===== src/rtl/smu_pkg.sv =====
// Shared encodings and field layout for the sequence-match monitor.
// Entry layout MSB->LSB is {Cmp[K], Mask[K], Sel, Timeout[CNT_W]}.
package smu_pkg;

  typedef enum logic {
    CFG_SEL_STATE = 1'b0,
    CFG_SEL_CTRL  = 1'b1
  } cfg_sel_e;

  localparam int CTRL_EN_BIT     = 0;
  localparam int CTRL_STICKY_BIT = 1;
  localparam int CTRL_LAST_LSB   = 2;

  function automatic int entry_width(input int k, input int cnt_w);
    return 2 * k + 1 + cnt_w;
  endfunction

  function automatic int cmp_lsb(input int k, input int cnt_w);
    return k + 1 + cnt_w;
  endfunction

  function automatic int mask_lsb(input int cnt_w);
    return 1 + cnt_w;
  endfunction

  function automatic int sel_bit(input int cnt_w);
    return cnt_w;
  endfunction

endpackage


===== src/rtl/smu_seq_channel.sv =====
// One match channel: state walker, inter-stage timeout counter and trigger.
// The entry for the current state is picked out of the flattened active file.
module smu_seq_channel
  import smu_pkg::*;
#(
    parameter  int N     = 4,
    parameter  int K     = 8,
    parameter  int CNT_W = 8,
    localparam int SW    = $clog2(N),
    localparam int E     = 2 * K + 1 + CNT_W
) (
    input  logic           clk,
    input  logic           rst,
    input  logic [K-1:0]   p,
    input  logic           active,
    input  logic           sticky,
    input  logic [SW-1:0]  last_state,
    input  logic [N*E-1:0] entries,
    input  logic           commit,
    input  logic           trig_clr,
    output logic           trigger,
    output logic           timeout_evt,
    output logic [SW-1:0]  state
);

    localparam int CMP_LSB  = cmp_lsb(K, CNT_W);
    localparam int MASK_LSB = mask_lsb(CNT_W);
    localparam int SEL_BIT  = sel_bit(CNT_W);

    logic [E-1:0]     entry;
    logic [K-1:0]     cmp, mask;
    logic             sel, hit, fire, tmo_hit;
    logic [CNT_W-1:0] tmo, cnt, cnt_nxt;
    logic [SW-1:0]    state_nxt;
    logic             trig_nxt, tevt_nxt;

    assign entry = entries[state*E +: E];
    assign cmp   = entry[CMP_LSB +: K];
    assign mask  = entry[MASK_LSB +: K];
    assign sel   = entry[SEL_BIT];
    assign tmo   = entry[CNT_W-1:0];
    assign hit   = sel ? ((p & mask) == (cmp & mask)) : ((p & mask) != (cmp & mask));

    // NOTE: sequential state uses non-blocking assignments so every register
    // samples the pre-edge values, independent of process ordering.
    always_ff @(posedge clk or negedge rst) begin
        if (!rst) begin
            state       <= '0;
            cnt         <= '0;
            trigger     <= 1'b0;
            timeout_evt <= 1'b0;
        end else begin
            state       <= state_nxt;
            cnt         <= cnt_nxt;
            trigger     <= trig_nxt;
            timeout_evt <= tevt_nxt;
        end
    end

    // NOTE: every output of a combinational block gets a default first, so
    // no path leaves a value unassigned and no latch is inferred.
    always_comb begin
        state_nxt = state;
        cnt_nxt   = cnt;
        fire      = 1'b0;
        tmo_hit   = 1'b0;
        if (commit || !active) begin
            state_nxt = '0;
            cnt_nxt   = '0;
        end else if (hit) begin
            cnt_nxt = '0;
            if (state == last_state) begin
                state_nxt = '0;
                fire      = 1'b1;
            end else begin
                state_nxt = state + SW'(1);
            end
        end else if (state != '0) begin
            // Compare against the pre-increment count: the first miss in a state counts.
            if (tmo != '0 && cnt == tmo - CNT_W'(1)) begin
                state_nxt = '0;
                cnt_nxt   = '0;
                tmo_hit   = 1'b1;
            end else begin
                cnt_nxt = cnt + CNT_W'(1);
            end
        end
    end

    always_comb begin
        trig_nxt = 1'b0;
        tevt_nxt = tmo_hit;
        if (commit) begin
            trig_nxt = 1'b0;
            tevt_nxt = 1'b0;
        end else if (sticky) begin
            trig_nxt = fire | (trigger & ~trig_clr);
        end else begin
            trig_nxt = fire;
        end
    end

endmodule


===== src/rtl/smu_seq_matcher.sv =====
// Signal monitor top: double-buffered configuration (shadow/active) with
// atomic commit, feeding M independent sequence-match channels.
module smu_seq_matcher
  import smu_pkg::*;
#(
    parameter  int N     = 4,
    parameter  int K     = 8,
    parameter  int M     = 4,
    parameter  int CNT_W = 8,
    localparam int SW    = $clog2(N),
    localparam int CW    = (M > 1) ? $clog2(M) : 1,
    localparam int E     = entry_width(K, CNT_W)
) (
    input  logic            clk,
    input  logic            rst,
    input  logic [K-1:0]    p,
    input  logic            SmuEn,
    input  logic            CfgWrEn,
    input  logic            CfgWrSel,
    input  logic [CW-1:0]   CfgChan,
    input  logic [SW-1:0]   CfgState,
    input  logic [E-1:0]    CfgWrData,
    input  logic            CfgCommit,
    input  logic [M-1:0]    TrigClr,
    output logic [M-1:0]    trigger,
    output logic [M-1:0]    TimeoutEvt,
    output logic [M*SW-1:0] SmuState
);

    localparam int CTRL_W = CTRL_LAST_LSB + SW;

    logic [E-1:0]      shadow_entry     [M][N];
    logic [E-1:0]      shadow_entry_nxt [M][N];
    logic [E-1:0]      active_entry     [M][N];
    logic [CTRL_W-1:0] shadow_ctrl      [M];
    logic [CTRL_W-1:0] shadow_ctrl_nxt  [M];
    logic [CTRL_W-1:0] active_ctrl      [M];

    // The next-shadow view includes a same-cycle write, so a commit captures it.
    always_comb begin
        shadow_entry_nxt = shadow_entry;
        shadow_ctrl_nxt  = shadow_ctrl;
        if (CfgWrEn && (32'(CfgChan) < M)) begin
            if (CfgWrSel == CFG_SEL_CTRL)
                shadow_ctrl_nxt[CfgChan] = CfgWrData[CTRL_W-1:0];
            else
                shadow_entry_nxt[CfgChan][CfgState] = CfgWrData;
        end
    end

    // NOTE: both config files are reset explicitly; a zeroed file is what
    // guarantees every channel comes out of reset disabled.
    always_ff @(posedge clk or negedge rst) begin
        if (!rst) begin
            for (int c = 0; c < M; c++) begin
                shadow_ctrl[c] <= '0;
                active_ctrl[c] <= '0;
                for (int s = 0; s < N; s++) begin
                    shadow_entry[c][s] <= '0;
                    active_entry[c][s] <= '0;
                end
            end
        end else begin
            shadow_entry <= shadow_entry_nxt;
            shadow_ctrl  <= shadow_ctrl_nxt;
            if (CfgCommit) begin
                active_entry <= shadow_entry_nxt;
                active_ctrl  <= shadow_ctrl_nxt;
            end
        end
    end

    for (genvar c = 0; c < M; c++) begin : g_chan
        logic [N*E-1:0] flat;
        for (genvar s = 0; s < N; s++) begin : g_ent
            assign flat[s*E +: E] = active_entry[c][s];
        end

        smu_seq_channel #(
            .N    (N),
            .K    (K),
            .CNT_W(CNT_W)
        ) u_chan (
            .clk        (clk),
            .rst        (rst),
            .p          (p),
            .active     (SmuEn & active_ctrl[c][CTRL_EN_BIT]),
            .sticky     (active_ctrl[c][CTRL_STICKY_BIT]),
            .last_state (active_ctrl[c][CTRL_LAST_LSB +: SW]),
            .entries    (flat),
            .commit     (CfgCommit),
            .trig_clr   (TrigClr[c]),
            .trigger    (trigger[c]),
            .timeout_evt(TimeoutEvt[c]),
            .state      (SmuState[c*SW +: SW])
        );
    end

endmodule


===== config.mk =====
export PLATFORM = sky130hd
export DESIGN_NAME = smu_seq_matcher
export DESIGN_NICKNAME = d
export VERILOG_FILES = /design/src/rtl/smu_pkg.sv /design/src/rtl/smu_seq_channel.sv /design/src/rtl/smu_seq_matcher.sv
export SDC_FILE = /design/constraint.sdc
export NUM_CORES = 1
export LEC_CHECK = 0
export ABC_CLOCK_PERIOD_IN_PS = 7500
export CAP_MARGIN = 25
export CORE_MARGIN = 2
export CORE_UTILIZATION = 52
export CTS_CLUSTER_DIAMETER = 120
export CTS_CLUSTER_SIZE = 14
export DETAILED_ROUTE_END_ITERATION = 12
export HOLD_SLACK_MARGIN = 0.03
export PLACE_DENSITY = 0.68
export SLEW_MARGIN = 40
export SYNTH_ARGS = -nofsm -noshare
export SYNTH_HDL_FRONTEND = slang
export SYNTH_SLANG_ARGS = --single-unit

===== constraint.sdc =====
create_clock -name clk -period 7.5 [get_ports clk]
set_clock_uncertainty 0.05 [all_clocks]
set_input_delay 1.125 -clock clk [delete_from_list [all_inputs] [get_ports clk]]
set_output_delay 1.125 -clock clk [all_outputs]
set_load 0.03 [all_outputs]

==> impl_metrics.toml, run 1 <==
[run_status]
status = "completed"

[sta]
min_period_ns = 4.10
worstMarginPinSlew_ns = 0.908
rsz0062_at_grt = "false"
setup_ws_ns = 3.40
slew_headroom = 0.395
fmax_mhz = 244
hold_viol_final = 0
final.setup.tns_ns = 0
timing.final.max_slew_violations = 0
finalCritPeriodShare = 0.546
setup_violations = 0

[critical_path]
cp_max_fo = 50
startpoint_type = "register"
rrSetupSlack_ns = 3.40
critical_path.slowest_cell = "a2111oi_0"
cp-end-kind = "register"
cpPeakStageDelay_ns = 0.71
arrival_ns = 4.57
r2r_cells = 9
cp_cell_sequence = "buf_4, inv_2, a311o_1, a2111oi_0, and4_1, nor3_1, nor4bb_1, o21ai_0, a21oi_1"
required_ns = 7.97
r2r-end = "g_chan[0].u_chan.cnt[6]"
startpoint = "g_chan[0].u_chan.state[0]"
r2r-start = "g_chan[0].u_chan.state[0]"
crit_type = "register to register"

[clocking]
numCtsBuffers = 72
clock_sinks = 880
clock_path_buffers = 3
cts_root_buf = "clkbuf_16"
insertion_delay_ns = 0.62
cts_max_level = 3
cts_tree = "yes"
cts_resized = 0
cts_setup_buffers = 0
hold_buffers = 0
path_clk_slew_ns = 0.06

[global_routing]
grt_usage = 0.223
grt_first_pass_wirelength_mm = 130
grt_max_degree = 156
grt_overflow_total = 0
antenna_found_initial = 1
grt_pass1_vias = 22800

[layout]
area_growth_pct = 9.26
final_cells = 3624
layout_commonest_cell = "dfrtp_1"
utilization = 0.576
fin_nets = 2724
final_layout_size_suffix_gt1_frac = 0.389
nFillCells = 5650
final_cell_mix = "877 x dfrtp_1, 819 x mux2_2, 92 x nand2_1"
final_area_mm2 = 0.0414

[floorplan]
die_w_um = 274
start_util = 0.527
die_h_um = 274
num_rows = 98
dieArea_mm2 = 0.0750
core_area_mm2 = 0.0719
boundaryPins = 63

[logic_synthesis]
syn-cell-area_mm2 = 0.0379
yosysTopAreaCell = "dfrtp_1"
yosys_warnings = 0
syn-num-nets = 2716
synth-edff-count = 0
syn_inst = 2657
synthTopCellsByArea = "dfrtp_1 58%, mux2_2 24%, mux4_2 3.0%"
ys.flop_type = "dfrtp_1"
synth.avg_cell_area_um2 = 14.3
synth.top_cell.area_share = 0.581
async_flop_share = 1.00
synth_cell_types = 74
seq_area_frac_synth = 0.581
synth-seq-cells = 880

[route]
avgViaCountPerCell = 5.90
vias = 21400
firstDrtPassIters = 7
routed_wl_mm = 81.2
drcViolationCount = 0
wl_per_cell_um = 22.4
first_iter_violations = 1456
ant_nets = 0

[placement]
gp_congestion = 0.812
io_buffer_count = 62
place_area_mm2 = 0.0394
dpl.hpwl_mm = 50.7
pre_cts_slack_ns = 3.10
dpl.cell_count = 3538

[power]
power_density_mw_per_mm2 = 284
p_leak_nw = 18.5
ir_drop_mv = 0.188

[run]
cap_violations = 0

[min_path]
hold_class = "input port to async pin"
-- cell type report --
class                           instances  area [um2]  area share
Timing Repair Buffer                  100        1010      0.0243
Clock buffer                           79        1900      0.0459
Inverter                               37         139     0.00335
Sequential cell                       880       22000       0.532
Tap cell                              950        1190      0.0287
Multi-Input combinational cell       1574       15100       0.365
Clock inverter                          3        26.3    0.000635
Antenna cell                            1        2.50   0.0000604
-- metrics by stage --
stage / hold slack, ns / total power, W
4_1_cts: 0.442 / 0.0119
2_1_floorplan: 0.417 / 0.00780
5_1_grt: 0.300 / 0.0124
3_3_place_gp: 0.423 / 0.00831
3_5_place_dp: 0.428 / 0.00849
6_report: 0.316 / 0.0118
-- worst max path at each step --
stage | endpoint | slack (ns) | depth (start not counted)
6_report | g_chan[0].u_chan.cnt[6] | 3.40 | 9
3_5_place_dp | g_chan[0].u_chan.cnt[6] | 3.10 | 10
5_1_grt | g_chan[0].u_chan.cnt[6] | 3.07 | 9
2_1_floorplan | g_chan[3].u_chan.trigger | 4.07 | 10
4_1_cts | g_chan[0].u_chan.cnt[6] | 3.40 | 9
3_3_place_gp | g_chan[0].u_chan.state[1] | 2.78 | 8
-- sequential cells by signal (all words and copies together), names as in the netlist --
| register | count |
|---|---|
| active_ctrl | 16 |
| active_entry | 400 |
| g_chan.u_chan.cnt | 32 |
| g_chan.u_chan.state | 8 |
| g_chan.u_chan.timeout_evt | 4 |
| g_chan.u_chan.trigger | 4 |
| shadow_ctrl | 16 |
| shadow_entry | 400 |
-- where the power goes --
part | internal [W] | switching (W) | leakage, nW
Sequential | 0.00570 | 0.000446 | 11.3
Clock | 0.00178 | 0.00160 | 0.949
Combinational | 0.00119 | 0.00105 | 6.28
Total | 0.00868 | 0.00310 | 18.5
-- worst max-delay path: cells and delay by family (launching register included) --
| kind | cells | cell delay, ns |
|---|---|---|
| AO/OA/AOI/OAI | 4 | 1.46 |
| AND/OR/NAND/NOR | 3 | 1.06 |
| flip-flops | 1 | 0.62 |
| buffers and inverters | 2 | 0.78 |
-- per-layer routing --
metal	routed length, um	track usage	part of all wire	vias up
met5	10	0	0.00012	-
met4	1620	0.0575	0.020	2
met3	2740	0.0343	0.034	121
met2	39400	0.365	0.48	308
met1	37500	0.314	0.46	11500
li1	-	-	-	9504
-- synthesized netlist by cell type (4+ instances only) --
master    number
dfrtp_1      880
mux2_2       819
clkbuf_1     113
nand2_1       99
xor2_1        84
nor2_1        57
nand2b_1      52
mux4_2        51
o21ai_0       45
nand3_1       42
xnor2_1       40
inv_1         35
a21oi_1       26
nor3_1        21
buf_2         20
and3_1        17
buf_1         17
nand4_1       16
o221ai_1      16
nand3b_1      15
nor2b_1       15
ha_1          12
buf_4         11
nor3b_1        9
a221oi_1       8
nor4_1         8
or3_1          8
a311o_1        7
mux2i_1        7
a211oi_1       6
a222oi_1       6
nand4b_1       6
o32ai_1        6
or4_1          6
buf_6          5
nor4bb_1       5
a22oi_1        4
a311oi_1       4
-- cells by family after synthesis --
logic type               Yosys count  synth area share
multiplexers                     877             0.276
adder cells (fa/ha/maj)           12           0.00396
AO/OA/AOI/OAI                    168            0.0317
XOR/XNOR                         124            0.0287
flip-flops                       880             0.581
buffers and inverters            203            0.0228
AND/OR/NAND/NOR                  393            0.0561
Power figures use the tool's default switching activity.
==> inputs of run 2 (changes only) <==
- ABC_CLOCK_PERIOD_IN_PS: 7500 -> 4100
- clock period: 7.5 -> 4.1 ns (I/O delays scaled with it)
==> run 2 against run 1 <==
Setup slack got worse by 2.9 ns; design area rose by 0.44%; die area did not move; maximum frequency rose by 14%; global-route usage rose by 0.20 points; final cell count rose by 0.80%; clock-buffer cell count fell by 2; power rose by 83%; register-to-register slack got worse by 2.9 ns; largest cell class unchanged.
==> impl_metrics.toml, run 2 (synthesis results as in run 1) <==
[run_status]
status = "completed"

[power]
clockPowerShare = 0.287
power_frac_comb = 0.190
power_w = 0.0216
p_leak_nw = 18.6
seqPwrFrac = 0.522
power_density_mw_per_mm2 = 519
netSwitchingFraction = 0.266
switchingPower_w = 0.00575
p_int_w = 0.0158
ir_drop_mv = 0.315

[global_routing]
grt_first_pass_wirelength_mm = 132
grt_usage = 0.225
antenna_found_initial = 0
grt_pass1_vias = 23100
grt_max_degree = 116
grt_overflow_total = 0

[sta]
final.setup.tns_ns = 0
hold_viol_final = 0
min_period_ns = 3.59
finalCritPeriodShare = 0.875
fmax_mhz = 279
rsz0062_at_grt = "false"
worstMarginPinSlew_ns = 0.847
hold_slack_ns = 0.290
setup_ws_ns = 0.511
timing.final.max_slew_violations = 0
setup_violations = 0
slew_headroom = 0.433

[route]
firstDrtPassIters = 6
first_iter_violations = 1439
ant_nets = 0
drcViolationCount = 0
wl_per_cell_um = 22.3
routed_wl_mm = 81.3
avgViaCountPerCell = 5.90
vias = 21500

[layout]
seq_area_mm2 = 0.0220
utilization = 0.579
layout_top_registers = "active_entry x400, shadow_entry x400, g_chan.u_chan.cnt x32"
multi_input_area_mm2 = 0.0150
nFillCells = 5744
final_layout_size_suffix_gt1_frac = 0.391
area_growth_pct = 9.75
layout_commonest_cell = "dfrtp_1"
fin_nets = 2753
final_cell_mix = "877 x dfrtp_1, 819 x mux2_2, 99 x nand2_1"
antennaDiodeCount = 0

[floorplan]
dieArea_mm2 = 0.0750
boundaryPins = 63
die_w_um = 274
start_util = 0.527
num_rows = 98
die_h_um = 274
core_area_mm2 = 0.0719

[critical_path]
r2r-end = "g_chan[0].u_chan.state[1]"
cpMostUsedCell = "a211oi_1"
arrival_ns = 4.07
startpoint_type = "register"
startpoint = "g_chan[0].u_chan.state[0]"
r2r-start = "g_chan[0].u_chan.state[0]"
critical_path.slowest_cell = "mux4_2"
cp_max_fo = 11
rrSetupSlack_ns = 0.51
required_ns = 4.58
crit_type = "register to register"
cpPeakStageDelay_ns = 0.67
cp_cell_sequence = "mux4_2, inv_1, ha_1, inv_1, o32ai_1, a211oi_1, a211oi_1, a211oi_1, nor2b_1, or3b_1, o22ai_1"
cp-end-kind = "register"
r2r_cells = 11

[min_path]
hold_class = "input port to register"
holdPathEnd = "g_chan[2].u_chan.trigger"
hold_depth = 2
min_from = "CfgCommit"

[clocking]
cts_setup_buffers = 0
clock_path_buffers = 3
cts_tree = "yes"
cts_root_buf = "clkbuf_16"
insertion_delay_ns = 0.63
numCtsBuffers = 72
cts_max_level = 3
clock_sinks = 880
path_clk_slew_ns = 0.07

[placement]
dpl.hpwl_mm = 52.0
io_buffer_count = 62
gp_congestion = 0.841
pre_cts_slack_ns = 0.264

[run]
cap_violations = 0
run 2: cell types whose count changed in the layout (fill, tap and decap cells not counted), moves of 4 or more:
cell / change
nand2_4: -7
nand2_1: +7
clkinv_8: +4
buf_4: +25
buf_12: +9
buf_16: -4
run 2: routing by layer:
layer	up-vias	GRT usage	part of all wire
li1	9580	-	-
met1	11500	0.323	0.47
met2	312	0.365	0.48
met3	119	0.0262	0.029
met4	0	0.0622	0.023
met5	-	0	0
run 2: worst max path at each step:
stage / slack [ns] / endpoint / cells past startpoint
finish: 0.51 / g_chan[0].u_chan.state[1] / 11
global route: 0.22 / g_chan[0].u_chan.state[1] / 11
CTS: 0.52 / g_chan[0].u_chan.state[1] / 9
detailed placement: 0.26 / g_chan[0].u_chan.state[1] / 10
global placement: 0.29 / g_chan[0].u_chan.state[1] / 9
floorplan: 0.82 / g_chan[0].u_chan.state[1] / 13
run 2: layout make-up:
cell class	count	area share
Multi-Input combinational cell	1574	0.362
Clock buffer	77	0.0445
Clock inverter	6	0.00199
Sequential cell	880	0.530
Timing Repair Buffer	129	0.0304
Inverter	37	0.00334
Tap cell	950	0.0286
run 2: repair_timing:
action | 4_1_cts | 5_1_grt
resized for setup | 0 | 0
endpoints found under the hold margin | 28 | 0
hold buffers | 1 | 0
run 2: per-stage QoR:
| stage | cell area [um2] | cells |
|---|---|---|
| floorplan | 37900 | 2657 |
| global placement | 39700 | 3567 |
| detailed placement | 39600 | 3568 |
| CTS | 41600 | 3652 |
| global route | 41600 | 3653 |
| finish | 41600 | 3653 |
run 2: power by group through the flow:
stage | Clock [W] | Combinational, W | Sequential [W]
floorplan | 0 | 0.00314 | 0.0111
global placement | 0 | 0.00391 | 0.0114
detailed placement | 0 | 0.00411 | 0.0115
CTS | 0.00638 | 0.00413 | 0.0113
global route | 0.00671 | 0.00453 | 0.0115
finish | 0.00620 | 0.00411 | 0.0113
run 2: critical path: cells and delay by family, from the launching register on:
kind                     cells  cell delay [ns]
multiplexers                 1             0.67
AO/OA/AOI/OAI                5             0.98
adder cells (fa/ha/maj)      1             0.27
buffers and inverters        2             0.23
flip-flops                   1             0.64
AND/OR/NAND/NOR              2             0.66
